[config.mk]
export PLATFORM = sky130hd
export DESIGN_NAME = aliens_bank_rom_ctrl_flat
export DESIGN_NICKNAME = d
export VERILOG_FILES = /design/src/rtl/aliens_bank_rom_ctrl_if.sv /design/src/rtl/aliens_bank_rom_ctrl.sv /design/src/flat_wrapper.sv
export SDC_FILE = /design/constraint.sdc
export NUM_CORES = 1
export LEC_CHECK = 0
export CORE_ASPECT_RATIO = 1.1
export CORE_MARGIN = 2
export CORE_UTILIZATION = 44
export DETAILED_ROUTE_END_ITERATION = 12
export GPL_ROUTABILITY_DRIVEN = 0
export GPL_TIMING_DRIVEN = 0
export MAX_ROUTING_LAYER = met4
export PLACE_DENSITY = 0.88
export SYNTH_ARGS = -nofsm -noshare
export SYNTH_HDL_FRONTEND = slang
export SYNTH_SLANG_ARGS = --single-unit
[constraint.sdc]
create_clock -name clk -period 2.15 [get_ports clk]
set_input_delay 0.43 -clock clk [delete_from_list [all_inputs] [get_ports clk]]
set_output_delay 0.43 -clock clk [all_outputs]
set_load 0.02 [all_outputs]
[src/rtl/aliens_bank_rom_ctrl_if.sv]
// -----------------------------------------------------------------------------
// aliens_bank_rom_ctrl_if
// Bundles the CPU-side bus signals and the external ROM/SDRAM request port of
// the Aliens banked-ROM controller.
//   slave  : view taken by aliens_bank_rom_ctrl (CPU bus in, ROM request out)
//   master : view taken by the surrounding system / bench
// Signals:
//   cpu_as_n, cpu_rnw, cpu_addr[15:0], cpu_dout[7:0]  CPU strobe/direction/addr/data
//   rom_din[7:0], rom_cs, cpu_wait                    data back to CPU mux, select, stall
//   bank[4:0], rmrd, init, woco, bk4                  bank/control register fields
//   rom_req, rom_addr[18:0], rom_ack, rom_data[7:0]   ROM port request/response
//   rom_err                                           sticky timeout flag
// -----------------------------------------------------------------------------
interface aliens_bank_rom_ctrl_if;
   logic        cpu_as_n;
   logic        cpu_rnw;
   logic [15:0] cpu_addr;
   logic [7:0]  cpu_dout;
   logic [7:0]  rom_din;
   logic        rom_cs;
   logic        cpu_wait;
   logic [4:0]  bank;
   logic        rmrd;
   logic        init;
   logic        woco;
   logic        bk4;
   logic        rom_req;
   logic [18:0] rom_addr;
   logic        rom_ack;
   logic [7:0]  rom_data;
   logic        rom_err;

   modport slave (
      input  cpu_as_n, cpu_rnw, cpu_addr, cpu_dout, rom_ack, rom_data,
      output rom_din, rom_cs, cpu_wait, bank, rmrd, init, woco, bk4,
             rom_req, rom_addr, rom_err
   );

   modport master (
      output cpu_as_n, cpu_rnw, cpu_addr, cpu_dout, rom_ack, rom_data,
      input  rom_din, rom_cs, cpu_wait, bank, rmrd, init, woco, bk4,
             rom_req, rom_addr, rom_err
   );
endinterface

[src/rtl/aliens_bank_rom_ctrl.sv]
// -----------------------------------------------------------------------------
// aliens_bank_rom_ctrl
// Sequences CPU reads of the fixed (0x8000-0xFFFF) and banked (0x2000-0x3FFF)
// ROM windows onto a request/acknowledge ROM port, stalling the CPU with
// cpu_wait until data returns or a timeout aborts the access. Also holds the
// write-only bank/control register {woco, init, rmrd, bank[4:0]}.
// Ports:
//   clk      system clock
//   reset_n  asynchronous active-low reset
//   bus      aliens_bank_rom_ctrl_if.slave (CPU bus + ROM port, see interface)
// -----------------------------------------------------------------------------
module aliens_bank_rom_ctrl #(
   parameter logic [15:0] BANKREG_ADDR = 16'h1F90,
   parameter int          TIMEOUT      = 64,
   parameter int          TO_W         = 7
) (
   input  logic                   clk,
   input  logic                   reset_n,
   aliens_bank_rom_ctrl_if.slave  bus
);

   typedef enum logic [1:0] {
      IDLE = 2'd0,
      REQ  = 2'd1,
      DONE = 2'd2
   } state_t;

   localparam logic [TO_W-1:0] TO_LAST = TO_W'(TIMEOUT - 1);

   state_t          r_state;
   state_t          w_state_next;
   logic            r_as_n_d;
   logic            r_cs_d;
   logic [7:0]      r_bankreg;
   logic            r_rom_req;
   logic            w_rom_req_next;
   logic [18:0]     r_rom_addr;
   logic [18:0]     w_rom_addr_next;
   logic [7:0]      r_rom_din;
   logic [7:0]      w_rom_din_next;
   logic            r_rom_err;
   logic            w_rom_err_next;
   logic [TO_W-1:0] r_to_cnt;
   logic [TO_W-1:0] w_to_cnt_next;

   logic            w_fixed;
   logic            w_banked;
   logic            w_rom_cs;
   logic            w_first;
   logic            w_bank_wr;
   logic            w_start;
   logic [18:0]     w_rom_addr_dec;

   // Window decode and the ROM byte address each window maps to.
   assign w_fixed        = bus.cpu_addr[15];
   assign w_banked       = (bus.cpu_addr[15:13] == 3'b001);
   assign w_rom_cs       = !bus.cpu_as_n & bus.cpu_rnw & (w_fixed | w_banked);
   assign w_rom_addr_dec = w_fixed ? {4'b1000, bus.cpu_addr[14:0]}
                                   : {1'b0, r_bankreg[4:0], bus.cpu_addr[12:0]};

   // First cycle of a strobe: cpu_as_n was high on the previous edge.
   assign w_first   = !bus.cpu_as_n & r_as_n_d;
   assign w_bank_wr = w_first & !bus.cpu_rnw & (bus.cpu_addr == BANKREG_ADDR);

   // A new request starts when rom_cs rises, or when a fresh strobe begins
   // while rom_cs was already high (address held across back-to-back strobes).
   assign w_start = w_rom_cs & (!r_cs_d | w_first);

   always_ff @(posedge clk or negedge reset_n) begin
      if (!reset_n) begin
         r_as_n_d <= 1'b1;
         r_cs_d   <= 1'b0;
      end else begin
         r_as_n_d <= bus.cpu_as_n;
         r_cs_d   <= w_rom_cs;
      end
   end

   // Bank/control register; only the first edge of a write strobe latches, so
   // data changing later in the same strobe is ignored. Independent of the
   // FSM: an in-flight request keeps the rom_addr it was issued with.
   always_ff @(posedge clk or negedge reset_n) begin
      if (!reset_n) begin
         r_bankreg <= 8'h00;
      end else if (w_bank_wr) begin
         r_bankreg <= bus.cpu_dout;
      end
   end

   always_ff @(posedge clk or negedge reset_n) begin
      if (!reset_n) begin
         r_state    <= IDLE;
         r_rom_req  <= 1'b0;
         r_rom_addr <= 19'h0;
         r_rom_din  <= 8'hFF;
         r_rom_err  <= 1'b0;
         r_to_cnt   <= '0;
      end else begin
         r_state    <= w_state_next;
         r_rom_req  <= w_rom_req_next;
         r_rom_addr <= w_rom_addr_next;
         r_rom_din  <= w_rom_din_next;
         r_rom_err  <= w_rom_err_next;
         r_to_cnt   <= w_to_cnt_next;
      end
   end

   always_comb begin
      w_state_next    = r_state;
      w_rom_req_next  = r_rom_req;
      w_rom_addr_next = r_rom_addr;
      w_rom_din_next  = r_rom_din;
      w_rom_err_next  = r_rom_err;
      w_to_cnt_next   = r_to_cnt;
      case (r_state)
         IDLE: begin
            if (w_start) begin
               w_rom_addr_next = w_rom_addr_dec;
               w_rom_req_next  = 1'b1;
               w_to_cnt_next   = '0;
               w_state_next    = REQ;
            end
         end
         REQ: begin
            // Ack takes priority over a timeout landing in the same cycle.
            if (bus.rom_ack) begin
               w_rom_din_next = bus.rom_data;
               w_rom_req_next = 1'b0;
               w_state_next   = DONE;
            end else if (r_to_cnt == TO_LAST) begin
               w_rom_din_next = 8'hFF;
               w_rom_err_next = 1'b1;
               w_rom_req_next = 1'b0;
               w_state_next   = DONE;
            end else begin
               w_to_cnt_next = r_to_cnt + 1'b1;
            end
         end
         DONE: begin
            // Hold until the strobe ends so one strobe yields one request.
            if (bus.cpu_as_n) begin
               w_state_next = IDLE;
            end
         end
         default: begin
            w_state_next   = IDLE;
            w_rom_req_next = 1'b0;
         end
      endcase
   end

   assign bus.rom_cs   = w_rom_cs;
   assign bus.cpu_wait = w_rom_cs & (r_state != DONE);
   assign bus.rom_din  = r_rom_din;
   assign bus.rom_req  = r_rom_req;
   assign bus.rom_addr = r_rom_addr;
   assign bus.rom_err  = r_rom_err;
   assign bus.bank     = r_bankreg[4:0];
   assign bus.rmrd     = r_bankreg[5];
   assign bus.init     = r_bankreg[6];
   assign bus.woco     = r_bankreg[7];
   assign bus.bk4      = r_bankreg[4];

endmodule

[src/flat_wrapper.sv]
// flat-port wrapper written by rule: the top's interface ports become plain ports
module aliens_bank_rom_ctrl_flat 
#(
   parameter logic [15:0] BANKREG_ADDR = 16'h1F90,
   parameter int          TIMEOUT      = 64,
   parameter int          TO_W         = 7
)
  (clk, reset_n, bus_cpu_as_n, bus_cpu_rnw, bus_cpu_addr, bus_cpu_dout, bus_rom_ack, bus_rom_data, bus_rom_din, bus_rom_cs, bus_cpu_wait, bus_bank, bus_rmrd, bus_init, bus_woco, bus_bk4, bus_rom_req, bus_rom_addr, bus_rom_err);
  aliens_bank_rom_ctrl_if bus_i ();
  input  logic clk;
  input  logic reset_n;
  input wire logic [$bits(bus_i.cpu_as_n)-1:0] bus_cpu_as_n;
  input wire logic [$bits(bus_i.cpu_rnw)-1:0] bus_cpu_rnw;
  input wire logic [$bits(bus_i.cpu_addr)-1:0] bus_cpu_addr;
  input wire logic [$bits(bus_i.cpu_dout)-1:0] bus_cpu_dout;
  input wire logic [$bits(bus_i.rom_ack)-1:0] bus_rom_ack;
  input wire logic [$bits(bus_i.rom_data)-1:0] bus_rom_data;
  output wire logic [$bits(bus_i.rom_din)-1:0] bus_rom_din;
  output wire logic [$bits(bus_i.rom_cs)-1:0] bus_rom_cs;
  output wire logic [$bits(bus_i.cpu_wait)-1:0] bus_cpu_wait;
  output wire logic [$bits(bus_i.bank)-1:0] bus_bank;
  output wire logic [$bits(bus_i.rmrd)-1:0] bus_rmrd;
  output wire logic [$bits(bus_i.init)-1:0] bus_init;
  output wire logic [$bits(bus_i.woco)-1:0] bus_woco;
  output wire logic [$bits(bus_i.bk4)-1:0] bus_bk4;
  output wire logic [$bits(bus_i.rom_req)-1:0] bus_rom_req;
  output wire logic [$bits(bus_i.rom_addr)-1:0] bus_rom_addr;
  output wire logic [$bits(bus_i.rom_err)-1:0] bus_rom_err;
  assign bus_i.cpu_as_n = bus_cpu_as_n;
  assign bus_i.cpu_rnw = bus_cpu_rnw;
  assign bus_i.cpu_addr = bus_cpu_addr;
  assign bus_i.cpu_dout = bus_cpu_dout;
  assign bus_i.rom_ack = bus_rom_ack;
  assign bus_i.rom_data = bus_rom_data;
  assign bus_rom_din = bus_i.rom_din;
  assign bus_rom_cs = bus_i.rom_cs;
  assign bus_cpu_wait = bus_i.cpu_wait;
  assign bus_bank = bus_i.bank;
  assign bus_rmrd = bus_i.rmrd;
  assign bus_init = bus_i.init;
  assign bus_woco = bus_i.woco;
  assign bus_bk4 = bus_i.bk4;
  assign bus_rom_req = bus_i.rom_req;
  assign bus_rom_addr = bus_i.rom_addr;
  assign bus_rom_err = bus_i.rom_err;
  aliens_bank_rom_ctrl #(.BANKREG_ADDR(BANKREG_ADDR), .TIMEOUT(TIMEOUT), .TO_W(TO_W)) u_core (.clk(clk), .reset_n(reset_n), .bus(bus_i));
endmodule
[Word level (Yosys, flattened, before mapping)]
Index checks and enable logic that the tools add are counted.
Word-level totals
  flip-flop bits (word level): 48
  input bits: 37
  logic and storage cells: 60
  output and inout bits: 40
Cells by class
  multiplexer cells: 16
  equality and inequality tests: 11
  reduce and logical (&&, ||, !) cells: 12
  bitwise operators: 11
  add/sub/neg operators: 1
Operators by type and width (number)
  $mux 7: 3
  $mux 19: 1
  $eq 16x13->1 const B: 1
  $mux 8: 2
  $pmux 7 s2: 1
  $reduce_and 3->1: 3
  $mux 2: 4
  $ne 2x2->1 const B: 4
  $add 7x1->7 const B: 1
  $and 1x1->1: 7
  $eq 7x6->1 const B: 1
  $pmux 2 s3: 1
  $reduce_and 2->1: 2
  $reduce_and 4->1: 1
  $reduce_bool 2->1: 2
  $eq 3x1->1 const B: 1
  $logic_not 1->1: 3
  $mux 1: 3
  $ne 3x2->1 const B: 1
  $pmux 1 s3: 1
  $eq 2x1->1 const B: 1
  $eq 2x2->1 const B: 1
  $logic_not 2->1: 1
  $ne 2x1->1 const B: 1
  2 further kinds: 4

[Depth between registers and ports, before layout]
  depth after elaboration: 6
  mapped depth: 6
  depth with buffers taken out: 5

[Worst setup path before layout]
OpenSTA, ideal clock, no wires.
  path kind: input to output
  from: in bus_cpu_rnw
  to: out bus_cpu_wait
  path slack: 0.226 ns
  buffers on the path: 0
  data arrival time: 1.494 ns
  stages: 3
  required time: 1.720 ns
  path through: nor2b_1 > o21a_1 > a21boi_0
On the way
  word-level cells in the longest chain between the ends: 3
RTL lines
  from (decl): RTL line flat_wrapper.sv:13  | input wire logic [$bits(bus_i.cpu_rnw)-1:0] bus_cpu_rnw;
  $and 1x1->1 (2 in series): RTL line aliens_bank_rom_ctrl.sv:57  | assign w_rom_cs = !bus.cpu_as_n & bus.cpu_rnw & (w_fixed | w_banked);
  named net bus_rom_cs: RTL line flat_wrapper.sv:19  | output wire logic [$bits(bus_i.rom_cs)-1:0] bus_rom_cs;
  $and 1x1->1: RTL line aliens_bank_rom_ctrl.sv:153  | assign bus.cpu_wait = w_rom_cs & (r_state != DONE);
  to (decl): RTL line flat_wrapper.sv:20  | output wire logic [$bits(bus_i.cpu_wait)-1:0] bus_cpu_wait;
The timed path passes the listed nets, and every way through them passes these cells.

[Worst setup path after layout]
  from: in bus_cpu_rnw
  to: out bus_cpu_wait
On the way
  word-level cells in the longest chain between the ends: 3
RTL lines (RTL line)
  $and 1x1->1 (2 in series): aliens_bank_rom_ctrl.sv:57
  $and 1x1->1: aliens_bank_rom_ctrl.sv:153
No other way between the ends.

==> results.env <==
GLOBAL_ROUTE_WIRE_LENGTH_BEFORE_REPAIR_MM=7.659
POST-DP-HPWL_MM=3.502
CP_NUM_BUF_INV=2
WORST-ENDPOINT-REQUIRED_NS=1.72
FF2FF_SETUP_SLACK_NS=0.29
YS.WARNINGS.COUNT=0
CLOCK_TREE.HTREE_LEVEL_COUNT=2
YS_SEQ_AREA_FRAC=0.5905
LEAKAGEPOWER_uW=0.001284
CTS_BUFFERS=5
SYNTH_TO_FINAL_AREA_CHANGE_PCT=46.56
NUM_ANTENNA_CELLS=0
SYNTH.LARGEST_AREA_CELL='sky130_fd_sc_hd__dfrtp_1'
OVERALL_VIA_COUNT_FROM_DETAIL_ROUTE=1604
YS_SEQ_ELEMENTS=48
MOST_FREQUENTLY_USED_FLOP_MASTER_AFTER_SYNTHESIS='sky130_fd_sc_hd__dfrtp_1'
INITIAL_UTILIZATION=0.4508
FINAL_NET_COUNT=284
POWER.TOTAL_uW=2799
CTS.REPORTEDPATHS.CLKPINSLEW_NS=0.09
FINALCRITPERIODSHARE=0.9846
OUTCOME='completed'
POWER.DENSITY_nW_PER_UM2=930.2
FILLERS=358
FINAL_MAX_SLEW_VIOLS=0
FMAX_GHz=0.4724
CLOCK_SKEW_NS=0.004746
SYNTH.CELL_AREA_SQ_UM=2053
FLOORPLAN.IO_PINS=77
GRT.OVERFLOW.TOTAL=0
CTS_TREE='built'
ROUTED_VIA_DENSITY=5.294
CRIT_FANOUT=4
TIMING.HOLD.WS_NS=0.03783
SYNTHESIS.INSTANCES=162
DRTPASS1ITERATIONS=4
REG2REGPATHDEPTH=6
CP-START-KIND='input pin'
CPMAXSTAGEDELAYCELL='sky130_fd_sc_hd__clkdlybuf4s50_1'
FIRST_GLOBAL_VIAS=1627
CRIT_CHAIN='clkdlybuf4s50_1 -> nor2b_4 -> o21a_1 -> a21boi_2 -> buf_6'
DIE_H_MICRONS=75.65
SYNTH-ASYNC-RESET-RATIO=1.000
MAX_CAP_VIOL_COUNT=0
GRT_START_MAX_NET_PINS=35
PRE_CTS_SLACK_NS=-0.5878
WORSTSKEWPAIRLATENCY_NS=0.30
MAX_STAGE_DELAY_ON_CRIT_PATH_NS=0.48
REGTOREGENDPOINT='u_core.bus.rom_din[7]'
CLOCK_TREE.ROOT_CELL='sky130_fd_sc_hd__clkbuf_8'
CRITICAL_PATH_CELL_COUNT=5
FP.DIEW_MICRONS=69.13
WORSTHOLDPATHTYPE='input pin to async pin'
DRTANTENNAVIOLNETS=0
TIMING.CRITICAL_PATH.MAX_DELAY_FAMILY='buffers and inverters'
MAX-CLOCK-PATH-BUFFERS=2
FINAL_HOLD_VIOL_COUNT=0
WORST_SLEW_PIN_SLEW_NS=0.4837
SYNTH.AREA.TOP_CELLS='sky130_fd_sc_hd__dfrtp_1 48%, sky130_fd_sc_hd__mux2_2 12%, sky130_fd_sc_hd__dfstp_2 12%'
SYNTHMOSTINSTANTIATEDCELL='sky130_fd_sc_hd__dfrtp_1'
COUNT_OF_CELL_TYPES_IN_THE_NETLIST=37
NUMBER_OF_ANTENNA_VIOLATIONS_AT_THE_FIRST_CHECK_IN_GLOBAL_ROUTING=0
MAXSLEWHEADROOM=0.6748
VDD_DROP_MAX_mV=0.5015
POST_SYNTH.CELL_AREA_AVG_SQ_UM=12.67
TIMING.RR.START='u_core.r_to_cnt[0]'
YS_TOP_CELLS_BY_COUNT='39 x sky130_fd_sc_hd__dfrtp_1, 22 x sky130_fd_sc_hd__mux2_2, 12 x sky130_fd_sc_hd__nand2_1, 9 x sky130_fd_sc_hd__dfstp_2'
GR-USAGE-ALL-LAYERS=0.1926
TOTAL_NETS_AFTER_SYNTHESIS=200
SETUP.WORST_PATH.END_CLASS='primary output'
ROW_COUNT=26
SETUP.WORST_PATH.CLASS='input pin to primary output'
RSZ0062_AT_GRT='false'
LAYOUT-DRIVE-GT1-SHARE=0.2105
FINAL_PERIOD_MINUS_WORST_SETUP_SLACK_NS=2.117
SYNTH_EDF_COUNT=0
FIN_WS_NS=0.03301
SYNTHDOMINANTCELLAREASHARE=0.4753
CTSHOLDBUFFERS=0
ROUTED_WL_MM=4.679
ROUTE.DETAILED.DRC=0
DRT_ITER0_DRC=91
CRIT_ARRIVAL_NS=1.69
CTS.SINKS=48
SEQCELLAREA_SQ_UM=1212
FINALSETUPVIOLCOUNT=0
MULTI_INPUT_AREA_SQ_UM=820.8
PLACE.PORT_BUFFERS=74
POST-ROUTE-UTIL=0.6607
FP.DIEAREA_SQ_UM=5229
DESIGN.CORE.AREA_SQ_UM=4554
POST_DRT_WL_PER_CELL_MICRONS=15.44
-- cells by family (layout without fill, tap and decap cells) --
family | after synthesis | after routing | synth area share
simple gates | 43 | 43 | 0.1243
compound gates | 36 | 36 | 0.1243
fa+ha+maj | 1 | 1 | 0.006093
flops | 48 | 48 | 0.5905
mux | 24 | 24 | 0.1304
buf+inv | 10 | 95 | 0.02437
-- worst max-delay path by stage --
stage	startpoint	endpoint	slack, ns
6_report	bus_cpu_rnw	bus_cpu_wait	0.03
5_1_grt	bus_cpu_rnw	bus_cpu_wait	0.0004
4_1_cts	bus_cpu_addr[13]	bus_cpu_wait	-0.12
3_5_place_dp	bus_cpu_addr[13]	bus_cpu_wait	-0.59
3_3_place_gp	reset_n	u_core.r_bankreg[4]	-0.68
2_1_floorplan	bus_cpu_rnw	bus_cpu_wait	0.23
-- state kept, by name (all words and copies together), names as in the netlist --
| signal | flops |
|---|---|
| u_core.bus.rom_addr | 19 |
| u_core.bus.rom_din | 8 |
| u_core.bus.rom_err | 1 |
| u_core.bus.rom_req | 1 |
| u_core.r_as_n_d | 1 |
| u_core.r_bankreg | 8 |
| u_core.r_cs_d | 1 |
| u_core.r_state | 2 |
| u_core.r_to_cnt | 7 |
-- metal layers --
metal  GRT usage  wire length (microns)  vias to the layer above
li1            -                      -                      759
met1      0.2203                   1901                      768
met2      0.3280                   2358                       66
met3     0.05820                    332                       11
met4     0.06754                     87                        0
met5           -                      0                        -
-- layout make-up --
class / count / area share
Multi-Input combinational cell: 104 / 0.2728
Inverter: 3 / 0.003742
Buffer: 7 / 0.01289
Timing Repair Buffer: 77 / 0.2574
Clock inverter: 1 / 0.001663
Clock buffer: 7 / 0.02536
Sequential cell: 48 / 0.4029
Tap cell: 56 / 0.02328
-- placed cells by master, fill, tap and decap left out, types with 6 or more instances in the layout --
cell type	instances
sky130_fd_sc_hd__dfrtp_1	39
sky130_fd_sc_hd__mux2_2	22
sky130_fd_sc_hd__o21a_1	8
sky130_fd_sc_hd__dfstp_2	9
sky130_fd_sc_hd__clkbuf_1	6
sky130_fd_sc_hd__nand2_1	12
sky130_fd_sc_hd__o21ai_0	8
sky130_fd_sc_hd__clkdlybuf4s50_1	68
-- report_power, final --
part | switching, uW | leakage (uW) | total (uW) | internal (uW)
clock network | 285 | 0.0000422 | 513 | 229
logic | 468 | 0.000640 | 1000 | 534
registers | 122 | 0.000602 | 1280 | 1160
total | 874 | 0.00128 | 2800 | 1930
-- timing repair --
action | 4_1_cts | 5_1_grt
buffers inserted | 1 | 1
cloned | 0 | 0
setup endpoints to repair | 10 | 5
resized for setup | 8 | 12
pin swaps | 1 | 1
-- through the flow --
step / TNS [ns] / cell area (sq um) / std cells
CTS: -0.1177 / 2973 / 302
detailed placement: -6.089 / 2879 / 293
global route: 0 / 3009 / 303
global placement: -34.05 / 2864 / 292
finish: 0 / 3009 / 303
floorplan: 0 / 2053 / 162
Power figures use the tool's default switching activity.
